$ cat src/rtl/vram_arbiter_pkg.sv
// Shared definitions for the video RAM arbiter.
//   - default address/data widths and arbitration limits
//   - requester port identifiers (also used as read-return tags)
//   - base addresses of the frame buffer and the command area
//   - read-return tag carried down the two-stage return pipe
package vram_pkg;

  localparam int VRAM_AW         = 18;
  localparam int VRAM_DW         = 8;
  localparam int VRAM_SCAN_BURST = 4;
  localparam int VRAM_MAX_WAIT   = 6;

  localparam logic [17:0] VRAM_BUF_BASE = 18'h00000;
  localparam logic [17:0] VRAM_CMD_BASE = 18'h20000;

  typedef enum logic [1:0] {
    PORT_SCAN = 2'd0,
    PORT_VDC  = 2'd1,
    PORT_CPU  = 2'd2
  } port_e;

  typedef struct packed {
    logic  valid;
    port_e port;
  } tag_t;

endpackage

$ cat src/rtl/vram_arbiter_if.sv
// Bus bundle between the three VRAM requesters, the arbiter and the RAM macro.
//   master : requester side plus the RAM macro (drives req/addr/we/wdata, mem_i)
//   slave  : arbiter side (drives ack/rvalid/rdata and mem_a/mem_o/mem_w)
//
// Handshake: a requester raises x_req together with x_addr (and x_we/x_wdata)
// and holds all of them stable until x_ack is seen high in the same cycle;
// x_ack is combinational, and the request is issued on that clock edge. The
// requester may present its next request in the following cycle. A read
// issued in cycle N is answered by x_rvalid in cycle N+2 with data on rdata.
interface vram_arbiter_if #(
  parameter int AW = 18,
  parameter int DW = 8
);
  logic          s_req;
  logic [AW-1:0] s_addr;
  logic          s_ack;
  logic          s_rvalid;

  logic          v_req;
  logic          v_we;
  logic [AW-1:0] v_addr;
  logic [DW-1:0] v_wdata;
  logic          v_ack;
  logic          v_rvalid;

  logic          c_req;
  logic          c_we;
  logic [AW-1:0] c_addr;
  logic [DW-1:0] c_wdata;
  logic          c_ack;
  logic          c_rvalid;

  logic [DW-1:0] rdata;

  logic [AW-1:0] mem_a;
  logic [DW-1:0] mem_o;
  logic          mem_w;
  logic [DW-1:0] mem_i;

  modport master (
    output s_req, s_addr,
    output v_req, v_we, v_addr, v_wdata,
    output c_req, c_we, c_addr, c_wdata,
    output mem_i,
    input  s_ack, s_rvalid, v_ack, v_rvalid, c_ack, c_rvalid, rdata,
    input  mem_a, mem_o, mem_w
  );

  modport slave (
    input  s_req, s_addr,
    input  v_req, v_we, v_addr, v_wdata,
    input  c_req, c_we, c_addr, c_wdata,
    input  mem_i,
    output s_ack, s_rvalid, v_ack, v_rvalid, c_ack, c_rvalid, rdata,
    output mem_a, mem_o, mem_w
  );

endinterface

$ cat src/rtl/vram_arbiter_wait_cnt.sv
// Saturating wait counter for one requester.
//   clock, reset_n : clock and async active-low reset
//   inc            : count one more waiting cycle (ignored once saturated)
//   clr            : return to zero (wins over inc)
//   sat            : counter has reached MAX
module vram_wait_cnt #(
  parameter int MAX = 6
) (
  input  logic clock,
  input  logic reset_n,
  input  logic inc,
  input  logic clr,
  output logic sat
);

  localparam int CW = $clog2(MAX + 1);

  logic [CW-1:0] cnt_q;
  logic [CW-1:0] cnt_d;

  assign sat = (cnt_q == CW'(MAX));

  always_comb begin
    cnt_d = cnt_q;
    if (clr) begin
      cnt_d = '0;
    end else if (inc && !sat) begin
      cnt_d = cnt_q + CW'(1);
    end
  end

  always_ff @(posedge clock or negedge reset_n) begin
    if (!reset_n) begin
      cnt_q <= '0;
    end else begin
      cnt_q <= cnt_d;
    end
  end

endmodule

$ cat src/rtl/vram_arbiter.sv
// Arbiter for the single-port video RAM shared by scanout, the vidac drawing
// engine and the CPU.
//   clock, reset_n : clock and async active-low reset
//   bus            : requester handshakes, read return and RAM macro signals
//   dbg_rr_last    : which of vidac/CPU won the last contested-class grant
// Scanout has priority but is capped at SCAN_BURST back-to-back grants while
// vidac or CPU is waiting. Between vidac and CPU, a port that has waited
// MAX_WAIT cycles goes first, otherwise they alternate.
module vram_arbiter
  import vram_pkg::*;
#(
  parameter int AW         = VRAM_AW,
  parameter int DW         = VRAM_DW,
  parameter int SCAN_BURST = VRAM_SCAN_BURST,
  parameter int MAX_WAIT   = VRAM_MAX_WAIT
) (
  input  logic  clock,
  input  logic  reset_n,
  vram_arbiter_if.slave bus,
  output port_e dbg_rr_last
);

  localparam int BW = $clog2(SCAN_BURST + 1);

  logic          s_ack;
  logic          v_ack;
  logic          c_ack;
  logic          vc_any;
  logic          scan_cap;
  logic          v_sat;
  logic          c_sat;
  logic          v_hot;
  logic          c_hot;
  logic          pick_v;

  logic [BW-1:0] burst_q, burst_d;
  port_e         rr_last_q, rr_last_d;
  logic [AW-1:0] mem_a_q, mem_a_d;
  logic [DW-1:0] mem_o_q, mem_o_d;
  logic          mem_w_q, mem_w_d;
  tag_t          tag1_q, tag1_d;
  tag_t          tag2_q, tag2_d;

  assign vc_any   = bus.v_req | bus.c_req;
  assign scan_cap = (burst_q == BW'(SCAN_BURST)) && vc_any;
  assign v_hot    = v_sat & bus.v_req;
  assign c_hot    = c_sat & bus.c_req;
  // When vidac and CPU tie, the one that did not win last time goes.
  assign pick_v   = (rr_last_q != PORT_VDC);

  // Grant selection; exactly one or zero acks per cycle.
  always_comb begin
    s_ack = 1'b0;
    v_ack = 1'b0;
    c_ack = 1'b0;
    if (bus.s_req && !scan_cap) begin
      s_ack = 1'b1;
    end else if (v_hot && c_hot) begin
      v_ack = pick_v;
      c_ack = !pick_v;
    end else if (v_hot) begin
      v_ack = 1'b1;
    end else if (c_hot) begin
      c_ack = 1'b1;
    end else if (bus.v_req && bus.c_req) begin
      v_ack = pick_v;
      c_ack = !pick_v;
    end else if (bus.v_req) begin
      v_ack = 1'b1;
    end else if (bus.c_req) begin
      c_ack = 1'b1;
    end
  end

  // Issue registers, tag pipe, burst counter and round-robin pointer.
  always_comb begin
    mem_a_d     = mem_a_q;
    mem_o_d     = mem_o_q;
    mem_w_d     = 1'b0;
    tag1_d      = '{valid: 1'b0, port: PORT_SCAN};
    tag2_d      = tag1_q;
    burst_d     = burst_q;
    rr_last_d   = rr_last_q;

    if (s_ack) begin
      mem_a_d = bus.s_addr;
      tag1_d  = '{valid: 1'b1, port: PORT_SCAN};
    end else if (v_ack) begin
      mem_a_d   = bus.v_addr;
      mem_o_d   = bus.v_wdata;
      mem_w_d   = bus.v_we;
      tag1_d    = '{valid: !bus.v_we, port: PORT_VDC};
      rr_last_d = PORT_VDC;
    end else if (c_ack) begin
      mem_a_d   = bus.c_addr;
      mem_o_d   = bus.c_wdata;
      mem_w_d   = bus.c_we;
      tag1_d    = '{valid: !bus.c_we, port: PORT_CPU};
      rr_last_d = PORT_CPU;
    end

    // The burst only counts scan grants that actually held someone off.
    if (v_ack || c_ack || !vc_any) begin
      burst_d = '0;
    end else if (s_ack && (burst_q != BW'(SCAN_BURST))) begin
      burst_d = burst_q + BW'(1);
    end
  end

  always_ff @(posedge clock or negedge reset_n) begin
    if (!reset_n) begin
      mem_a_q   <= '0;
      mem_o_q   <= '0;
      mem_w_q   <= 1'b0;
      tag1_q    <= '{valid: 1'b0, port: PORT_SCAN};
      tag2_q    <= '{valid: 1'b0, port: PORT_SCAN};
      burst_q   <= '0;
      rr_last_q <= PORT_CPU;
    end else begin
      mem_a_q   <= mem_a_d;
      mem_o_q   <= mem_o_d;
      mem_w_q   <= mem_w_d;
      tag1_q    <= tag1_d;
      tag2_q    <= tag2_d;
      burst_q   <= burst_d;
      rr_last_q <= rr_last_d;
    end
  end

  vram_wait_cnt #(.MAX(MAX_WAIT)) u_v_wait (
    .clock   (clock),
    .reset_n (reset_n),
    .inc     (bus.v_req & !v_ack),
    .clr     (v_ack | !bus.v_req),
    .sat     (v_sat)
  );

  vram_wait_cnt #(.MAX(MAX_WAIT)) u_c_wait (
    .clock   (clock),
    .reset_n (reset_n),
    .inc     (bus.c_req & !c_ack),
    .clr     (c_ack | !bus.c_req),
    .sat     (c_sat)
  );

  assign bus.s_ack    = s_ack;
  assign bus.v_ack    = v_ack;
  assign bus.c_ack    = c_ack;
  assign bus.s_rvalid = tag2_q.valid && (tag2_q.port == PORT_SCAN);
  assign bus.v_rvalid = tag2_q.valid && (tag2_q.port == PORT_VDC);
  assign bus.c_rvalid = tag2_q.valid && (tag2_q.port == PORT_CPU);
  assign bus.rdata    = bus.mem_i;
  assign bus.mem_a    = mem_a_q;
  assign bus.mem_o    = mem_o_q;
  assign bus.mem_w    = mem_w_q;
  assign dbg_rr_last  = rr_last_q;

endmodule

$ cat src/flat_wrapper.sv
// flat-port wrapper written by rule: the top's interface ports become plain ports
module vram_arbiter_flat import vram_pkg::*;
#(
  parameter int AW         = VRAM_AW,
  parameter int DW         = VRAM_DW,
  parameter int SCAN_BURST = VRAM_SCAN_BURST,
  parameter int MAX_WAIT   = VRAM_MAX_WAIT
)
  (clock, reset_n, dbg_rr_last, bus_s_req, bus_s_addr, bus_v_req, bus_v_we, bus_v_addr, bus_v_wdata, bus_c_req, bus_c_we, bus_c_addr, bus_c_wdata, bus_mem_i, bus_s_ack, bus_s_rvalid, bus_v_ack, bus_v_rvalid, bus_c_ack, bus_c_rvalid, bus_rdata, bus_mem_a, bus_mem_o, bus_mem_w);
  vram_arbiter_if #(.AW(AW), .DW(DW)) bus_i ();
  input  logic clock;
  input  logic reset_n;
  output port_e dbg_rr_last;
  input wire logic [$bits(bus_i.s_req)-1:0] bus_s_req;
  input wire logic [$bits(bus_i.s_addr)-1:0] bus_s_addr;
  input wire logic [$bits(bus_i.v_req)-1:0] bus_v_req;
  input wire logic [$bits(bus_i.v_we)-1:0] bus_v_we;
  input wire logic [$bits(bus_i.v_addr)-1:0] bus_v_addr;
  input wire logic [$bits(bus_i.v_wdata)-1:0] bus_v_wdata;
  input wire logic [$bits(bus_i.c_req)-1:0] bus_c_req;
  input wire logic [$bits(bus_i.c_we)-1:0] bus_c_we;
  input wire logic [$bits(bus_i.c_addr)-1:0] bus_c_addr;
  input wire logic [$bits(bus_i.c_wdata)-1:0] bus_c_wdata;
  input wire logic [$bits(bus_i.mem_i)-1:0] bus_mem_i;
  output wire logic [$bits(bus_i.s_ack)-1:0] bus_s_ack;
  output wire logic [$bits(bus_i.s_rvalid)-1:0] bus_s_rvalid;
  output wire logic [$bits(bus_i.v_ack)-1:0] bus_v_ack;
  output wire logic [$bits(bus_i.v_rvalid)-1:0] bus_v_rvalid;
  output wire logic [$bits(bus_i.c_ack)-1:0] bus_c_ack;
  output wire logic [$bits(bus_i.c_rvalid)-1:0] bus_c_rvalid;
  output wire logic [$bits(bus_i.rdata)-1:0] bus_rdata;
  output wire logic [$bits(bus_i.mem_a)-1:0] bus_mem_a;
  output wire logic [$bits(bus_i.mem_o)-1:0] bus_mem_o;
  output wire logic [$bits(bus_i.mem_w)-1:0] bus_mem_w;
  assign bus_i.s_req = bus_s_req;
  assign bus_i.s_addr = bus_s_addr;
  assign bus_i.v_req = bus_v_req;
  assign bus_i.v_we = bus_v_we;
  assign bus_i.v_addr = bus_v_addr;
  assign bus_i.v_wdata = bus_v_wdata;
  assign bus_i.c_req = bus_c_req;
  assign bus_i.c_we = bus_c_we;
  assign bus_i.c_addr = bus_c_addr;
  assign bus_i.c_wdata = bus_c_wdata;
  assign bus_i.mem_i = bus_mem_i;
  assign bus_s_ack = bus_i.s_ack;
  assign bus_s_rvalid = bus_i.s_rvalid;
  assign bus_v_ack = bus_i.v_ack;
  assign bus_v_rvalid = bus_i.v_rvalid;
  assign bus_c_ack = bus_i.c_ack;
  assign bus_c_rvalid = bus_i.c_rvalid;
  assign bus_rdata = bus_i.rdata;
  assign bus_mem_a = bus_i.mem_a;
  assign bus_mem_o = bus_i.mem_o;
  assign bus_mem_w = bus_i.mem_w;
  vram_arbiter #(.AW(AW), .DW(DW), .SCAN_BURST(SCAN_BURST), .MAX_WAIT(MAX_WAIT)) u_core (.clock(clock), .reset_n(reset_n), .bus(bus_i), .dbg_rr_last(dbg_rr_last));
endmodule
$ cat config.mk
export PLATFORM = sky130hd
export DESIGN_NAME = vram_arbiter_flat
export DESIGN_NICKNAME = d
export VERILOG_FILES = /design/src/rtl/vram_arbiter_pkg.sv /design/src/rtl/vram_arbiter_if.sv /design/src/rtl/vram_arbiter_wait_cnt.sv /design/src/rtl/vram_arbiter.sv /design/src/flat_wrapper.sv
export SDC_FILE = /design/constraint.sdc
export NUM_CORES = 1
export LEC_CHECK = 0
export BUFFER_PORTS_ARGS = -buffer_cell sky130_fd_sc_hd__buf_2
export CAP_MARGIN = 20
export CELL_PAD_IN_SITES_DETAIL_PLACEMENT = 1
export CELL_PAD_IN_SITES_GLOBAL_PLACEMENT = 1
export CORE_AREA = 3 3 121 88
export DETAILED_ROUTE_END_ITERATION = 7
export DIE_AREA = 0 0 124 91
export MAX_ROUTING_LAYER = met4
export PLACE_DENSITY = 0.77
export SETUP_SLACK_MARGIN = 0.1
export SLEW_MARGIN = 20
export SYNTH_ARGS = -nofsm -noshare
export SYNTH_HDL_FRONTEND = slang
export SYNTH_HIERARCHICAL = 1
export SYNTH_SLANG_ARGS = --single-unit
$ cat constraint.sdc
create_clock -name clock -period 2.1 [get_ports clock]
set_input_delay 0.21 -clock clock [delete_from_list [all_inputs] [get_ports clock]]
set_output_delay 0.21 -clock clock [all_outputs]
set_load 0.02 [all_outputs]
# Word level (Yosys, flattened, before mapping)

Cells that the tools add are included.

Flip-flop bits (word level): 44
Output and inout port bits: 43
Logic and storage cells: 92

Add/sub/neg operators: 3
Eq/ne operators: 7
Mux-type cells: 33
Bitwise gates (word level): 8
Reduce and logical (&&, ||, !) cells: 30

Operators by type and width:

| kind                                                            | number |
|---|---|
| 18-bit 2-to-1 mux                                               | 3 |
| 3-bit 2-to-1 mux                                                | 9 |
| 1-bit 2-to-1 mux                                                | 17 |
| 8-bit 2-to-1 mux                                                | 2 |
| 1-bit logical NOT                                               | 11 |
| 1-bit logical AND                                               | 10 |
| 3-bit by 1-bit adder with 3-bit output, second input constant   | 3 |
| 3-bit == test, second input constant                            | 3 |
| 2-bit nonzero test                                              | 4 |
| 1-bit AND                                                       | 4 |
| 2-bit 2-to-1 mux                                                | 2 |
| 3-bit != test, second input constant                            | 1 |
| 1-bit bitwise OR                                                | 3 |
| 3-bit nonzero test                                              | 1 |
| 2-bit by 1-bit == test with 1-bit output, second input constant | 1 |
| 2-bit == test, second input constant                            | 1 |
| 2-bit logical NOT                                               | 1 |
| 1-bit logical OR                                                | 2 |
| 2-bit by 1-bit != test with 1-bit output, second input constant | 1 |
| 2-bit AND reduction                                             | 1 |
| 1-bit inverter                                                  | 1 |

# Logic depth before layout (Yosys ltp)

Word-level depth: 12
Gate-level depth with buffers: 11
Depth with buffers taken out: 9

# Cells and area by module

Netlist, hierarchy kept.

By module, submodules not included:

| module        | instances | cells an instance | area an instance (µm²) |
|---|---|---|---|
| vram_arbiter  | 1         | 280               | 2670.1 |
| vram_wait_cnt | 2         | 17                | 185.2 |

# Worst setup path before layout

OpenSTA, ideal clock, no wires.

Path type: reg-to-reg
From: register u_core.u_v_wait.cnt_q[0]
To: register u_core.u_v_wait.cnt_q[0]
Library setup time: 0.128 ns
Arrival: 2.176 ns
Setup slack: -0.204 ns
Cell stages (with the launch flop): 12
Period minus slack after synthesis: 2.304 ns
Cells stage by stage: dfrtp_1 > inv_1 > ha_1 > and2_1 > nor2b_1 > buf_2 > o211ai_4 > a21oi_2 > buf_4 > nor2b_1 > a21boi_2 > mux2_1

Longest elaborated chain between the ends: 9
Elaborated cells between the ends (all ways): 15
Those cells by class: add/sub (1); eq/ne (1); mux (5); bitwise (3); reduce/logical (5)

Ends and longest elaborated chain:

| what                                                         | line                                   | text |
|---|---|---|
| start: declaration                                           | vram_arbiter_wait_cnt.sv:18            | `logic [CW-1:0] cnt_q;` |
| start signal: assignment                                     | vram_arbiter_wait_cnt.sv:36            | `cnt_q <= cnt_d;` |
| 3-bit == test *                                              | vram_arbiter_wait_cnt.sv:21            | `assign sat = (cnt_q == CW'(MAX));` |
| net u_core.v_sat                                             | vram_arbiter.sv:30                     | `logic v_sat;` |
| 1-bit AND *                                                  | vram_arbiter.sv:46                     | `assign v_hot = v_sat & bus.v_req;` |
| 1-bit 2-to-1 mux / 1-bit logical AND (equally long branches) | vram_arbiter.sv:61, vram_arbiter.sv:58 |  |
| 1-bit 2-to-1 mux *                                           | vram_arbiter.sv:58                     | `end else if (v_hot && c_hot) begin` |
| 1-bit 2-to-1 mux *                                           | vram_arbiter.sv:56                     | `if (bus.s_req && !scan_cap) begin` |
| net bus_v_ack                                                | flat_wrapper.sv:27                     | `output wire logic [$bits(bus_i.v_ack)-1:0] bus_v_ack;` |
| 1-bit logical NOT                                            | vram_arbiter.sv:133                    | `.inc (bus.v_req & !v_ack),` |
| 1-bit AND                                                    | vram_arbiter.sv:133                    |  |
| 1-bit logical AND                                            | vram_arbiter_wait_cnt.sv:27            | `end else if (inc && !sat) begin` |
| 2-bit nonzero test (no line)                                 | -                                      |  |

The timed path passes the listed nets; every way through them passes the cells marked *. The select of a mux whose other input is x is not followed.
A chain may end at the register's enable or synchronous reset.

# Final worst setup path

From: register u_core.u_c_wait.cnt_q[0]
To: output port bus_c_ack

Longest elaborated chain between the ends: 6
Elaborated cells between the ends (all ways): 7
Those cells by class: eq/ne (1); mux (4); bitwise (1); reduce/logical (1)

Ends and longest elaborated chain:

| what                     | line                        | text |
|---|---|---|
| start: declaration       | vram_arbiter_wait_cnt.sv:18 |  |
| start signal: assignment | vram_arbiter_wait_cnt.sv:36 |  |
| 3-bit == test *          | vram_arbiter_wait_cnt.sv:21 |  |
| net u_core.c_sat         | vram_arbiter.sv:31          | `logic c_sat;` |
| 1-bit AND *              | vram_arbiter.sv:47          | `assign c_hot = c_sat & bus.c_req;` |
| 1-bit 2-to-1 mux         | vram_arbiter.sv:63          | `end else if (c_hot) begin` |
| 1-bit 2-to-1 mux         | vram_arbiter.sv:61          | `end else if (v_hot) begin` |
| 1-bit 2-to-1 mux *       | vram_arbiter.sv:58          |  |
| 1-bit 2-to-1 mux *       | vram_arbiter.sv:56          |  |
| end: declaration         | flat_wrapper.sv:29          | `output wire logic [$bits(bus_i.c_ack)-1:0] bus_c_ack;` |

The timed path passes the listed nets; every way through them passes the cells marked *.

==> impl_metrics.toml <==
[outcome]
status = "finished, final reports clean"

[finish]
multi_input_area_mm2 = 0.00178
layout.cells.most_common = "buf_2"
layout_common_cells = "110 x buf_2, 43 x dfrtp_1, 30 x nor2b_1"
areaGrowthSynthToFinish_pct = 36.4
fill_cells = 1132
nNetsFinal = 526
instances_no_fill = 565
drive_gt1_frac = 0.461
regArea_mm2 = 0.00110
design_area_mm2 = 0.00415

[synthesis]
seq_area_frac_synth = 0.363
yosys.area.top_type = "dfrtp_1"
synthTopCellsByArea = "dfrtp_1 35%, nor2b_1 6.8%, and4b_1 5.9%"
synth-edff-count = 0
synthFlopType = "dfrtp_1"
synth.net_count = 405
yosysTopAreaCellShare = 0.354
avgSynthCellArea_um2 = 9.68
syn_area_mm2 = 0.00304
synth_cell_types = 45
ys_warn_count = 6
ys_ff_latch = 44
synthCells = 314
async_flop_share = 1.00

[clocking]
clockBufferDepth = 2
h-tree-depth = 2
root_buffer = "clkbuf_16"
cts_tree = "built"
cts_buffers = 5
clk_latency_ns = 0.29
clk_pin_slew_ns = 0.07
cts.sinks = 44

[global_routing]
first_global_vias = 3282
grt_max_degree = 44
antenna_found_initial = 1
grt_pass1_wl_um = 16900
grt_overflow = 0
grtUsageTotal = 0.195

[die]
die_w_um = 124
pin_count = 128
die-area_mm2 = 0.0113
core_area_mm2 = 0.00961
die_h_um = 91
start_util = 0.316
core.rowCount = 30

[routing]
drc_errors = 0
drt-pass1-iter-count = 4
wirelength_um = 10700
antenna_left = 0
vias_per_cell = 5.27
vias = 2978
routedWlPerCell_um = 18.9
drt-initial-drc-count = 108

[min_path]
hp-class = "input port to flop"

[sta]
slew_violations = 0
fin_crit_ns = 2.05
hold_viol_final = 0
max_freq_mhz = 488
period_share = 0.976
slew_headroom = 0.501
setup_viol = 0
rsz0062_at_grt = "yes"
tightest_slew_ns = 0.748
fin_skew_ns = 0.00605
timing.hold.ws_ns = 0.149
setup_slack_ns = 0.0497
setup_tns_ns = 0

[placed_design]
pre_cts_ws_ns = -0.0231
gp_congestion = 0.775
dpl_cell_area_mm2 = 0.00374
dp_hpwl_um = 7690
post-place-cells = 541
port_buffers = 111

[worst_setup_path]
crit_type = "flop to output pin"
critPathArrivalTime_ns = 1.84
required_ns = 1.89
cp-end-kind = "output pin"
slowest_delay_ns = 0.38
slowest_stage = "dfrtp_1"
crit_chain = "inv_1 > ha_2 > and2_4 > nor2b_4 > o211ai_4 > nand3_2 > buf_4 > inv_6 > buf_6"
worst_setup_path_start_kind = "flop"
cp_max_fo = 4

[power_and_ir_drop]
power_density_mw_per_mm2 = 661
p_leak_uw = 0.00201
vdd_drop_max_v = 0.000278

[job]
drv_cap = 0
layout make-up:
type,count,share of cell area
clock inverters,3,0.00603
multi-input cells,225,0.430
clock buffers,5,0.0302
inverters,9,0.00935
flip-flops and latches,44,0.266
repair buffers,150,0.220
diodes,1,0.000603
well taps,128,0.0386
kinds of logic after synthesis:
| family | count (synthesis) | share of synthesized area |
|---|---|---|
| compound gates | 96 | 0.258 |
| fa+ha+maj | 6 | 0.0247 |
| buf+inv | 45 | 0.0914 |
| flops | 44 | 0.363 |
| mux | 5 | 0.0181 |
| simple gates | 118 | 0.245 |
synth_stat cells (7+ instances only):
| library cell | instances |
|---|---|
| dfrtp_1 | 43 |
| nor2b_1 | 33 |
| a21oi_1 | 22 |
| nand2_1 | 21 |
| nor3_1 | 19 |
| and4b_1 | 18 |
| a211o_1 | 17 |
| o22ai_1 | 17 |
| buf_2 | 12 |
| buf_4 | 12 |
| a311oi_2 | 10 |
| a221o_1 | 8 |
| a311oi_1 | 7 |
| inv_1 | 7 |
| nor2_1 | 7 |
what timing repair did:
action / in CTS / in global routing
pin swaps: 4 / 15
cloned: 0 / 1
endpoints found under the hold margin: 27 / 0
hold buffers: 1 / 0
setup endpoints to repair: 20 / 33
setup buffers: 11 / 2
gates resized for setup: 19 / 15
worst paths after layout:
path	cells past startpoint	end	slack [ns]	startpoint
worst max-delay path	9	bus_c_ack	0.05	u_core/u_c_wait/cnt_q[0]$_DFFE_PN0P_
worst max register to register	10	u_core/u_c_wait/cnt_q[0]$_DFFE_PN0P_	0.05	u_core/u_c_wait/cnt_q[0]$_DFFE_PN0P_
min in group asynchronous	2	u_core/bus.mem_a[2]$_DFFE_PN0P_	0.51	reset_n
worst min-delay path	2	u_core/bus.mem_o[7]$_DFFE_PN0P_	0.15	bus_v_wdata[7]
max in group asynchronous	3	u_core/bus.mem_a[15]$_DFFE_PN0P_	0.97	reset_n
worst min register to register	0	u_core/tag2_q[0]$_DFF_PN0_	0.35	u_core/tag1_q[0]$_DFF_PN0_
routing by layer:
| layer | vias up | GRT usage | routed length (µm) |
|---|---|---|---|
| met5 | - | - | 0 |
| met4 | 0 | 0.0510 | 74 |
| met3 | 10 | 0.0380 | 490 |
| met2 | 75 | 0.315 | 5330 |
| met1 | 1477 | 0.250 | 4750 |
| li1 | 1416 | - | - |
power by group:
part,internal (µW),switching [µW],total [µW]
logic,393,529,922
registers,949,56.6,1010
clock network,450,362,812
metrics by stage:
| step | utilization | power (µW) |
|---|---|---|
| CTS | 0.422 | 2750 |
| detailed placement | 0.389 | 1880 |
| global placement | 0.389 | 1840 |
| global route | 0.432 | 2910 |
| floorplan | - | 1580 |
| finish | 0.432 | 2740 |
critical path: cells and delay by family (launching register included):
kind	cells	cell delay, ns
AO/OA/AOI/OAI	1	0.22
AND/OR/NAND/NOR	3	0.37
buffers and inverters	4	0.40
adder cells (fa/ha/maj)	1	0.18
flip-flops	1	0.38
flip-flops by register name (all words and copies together), names as in the netlist:
name and cells:
u_core/u_c_wait/cnt_q 3, u_core/tag1_q 3, u_core/dbg_rr_last 2, u_core/bus.mem_w 1, u_core/bus.mem_a 18, u_core/u_v_wait/cnt_q 3, u_core/burst_q 3, u_core/tag2_q 3
u_core/bus.mem_o 8
(Power assumes the default switching activity.)
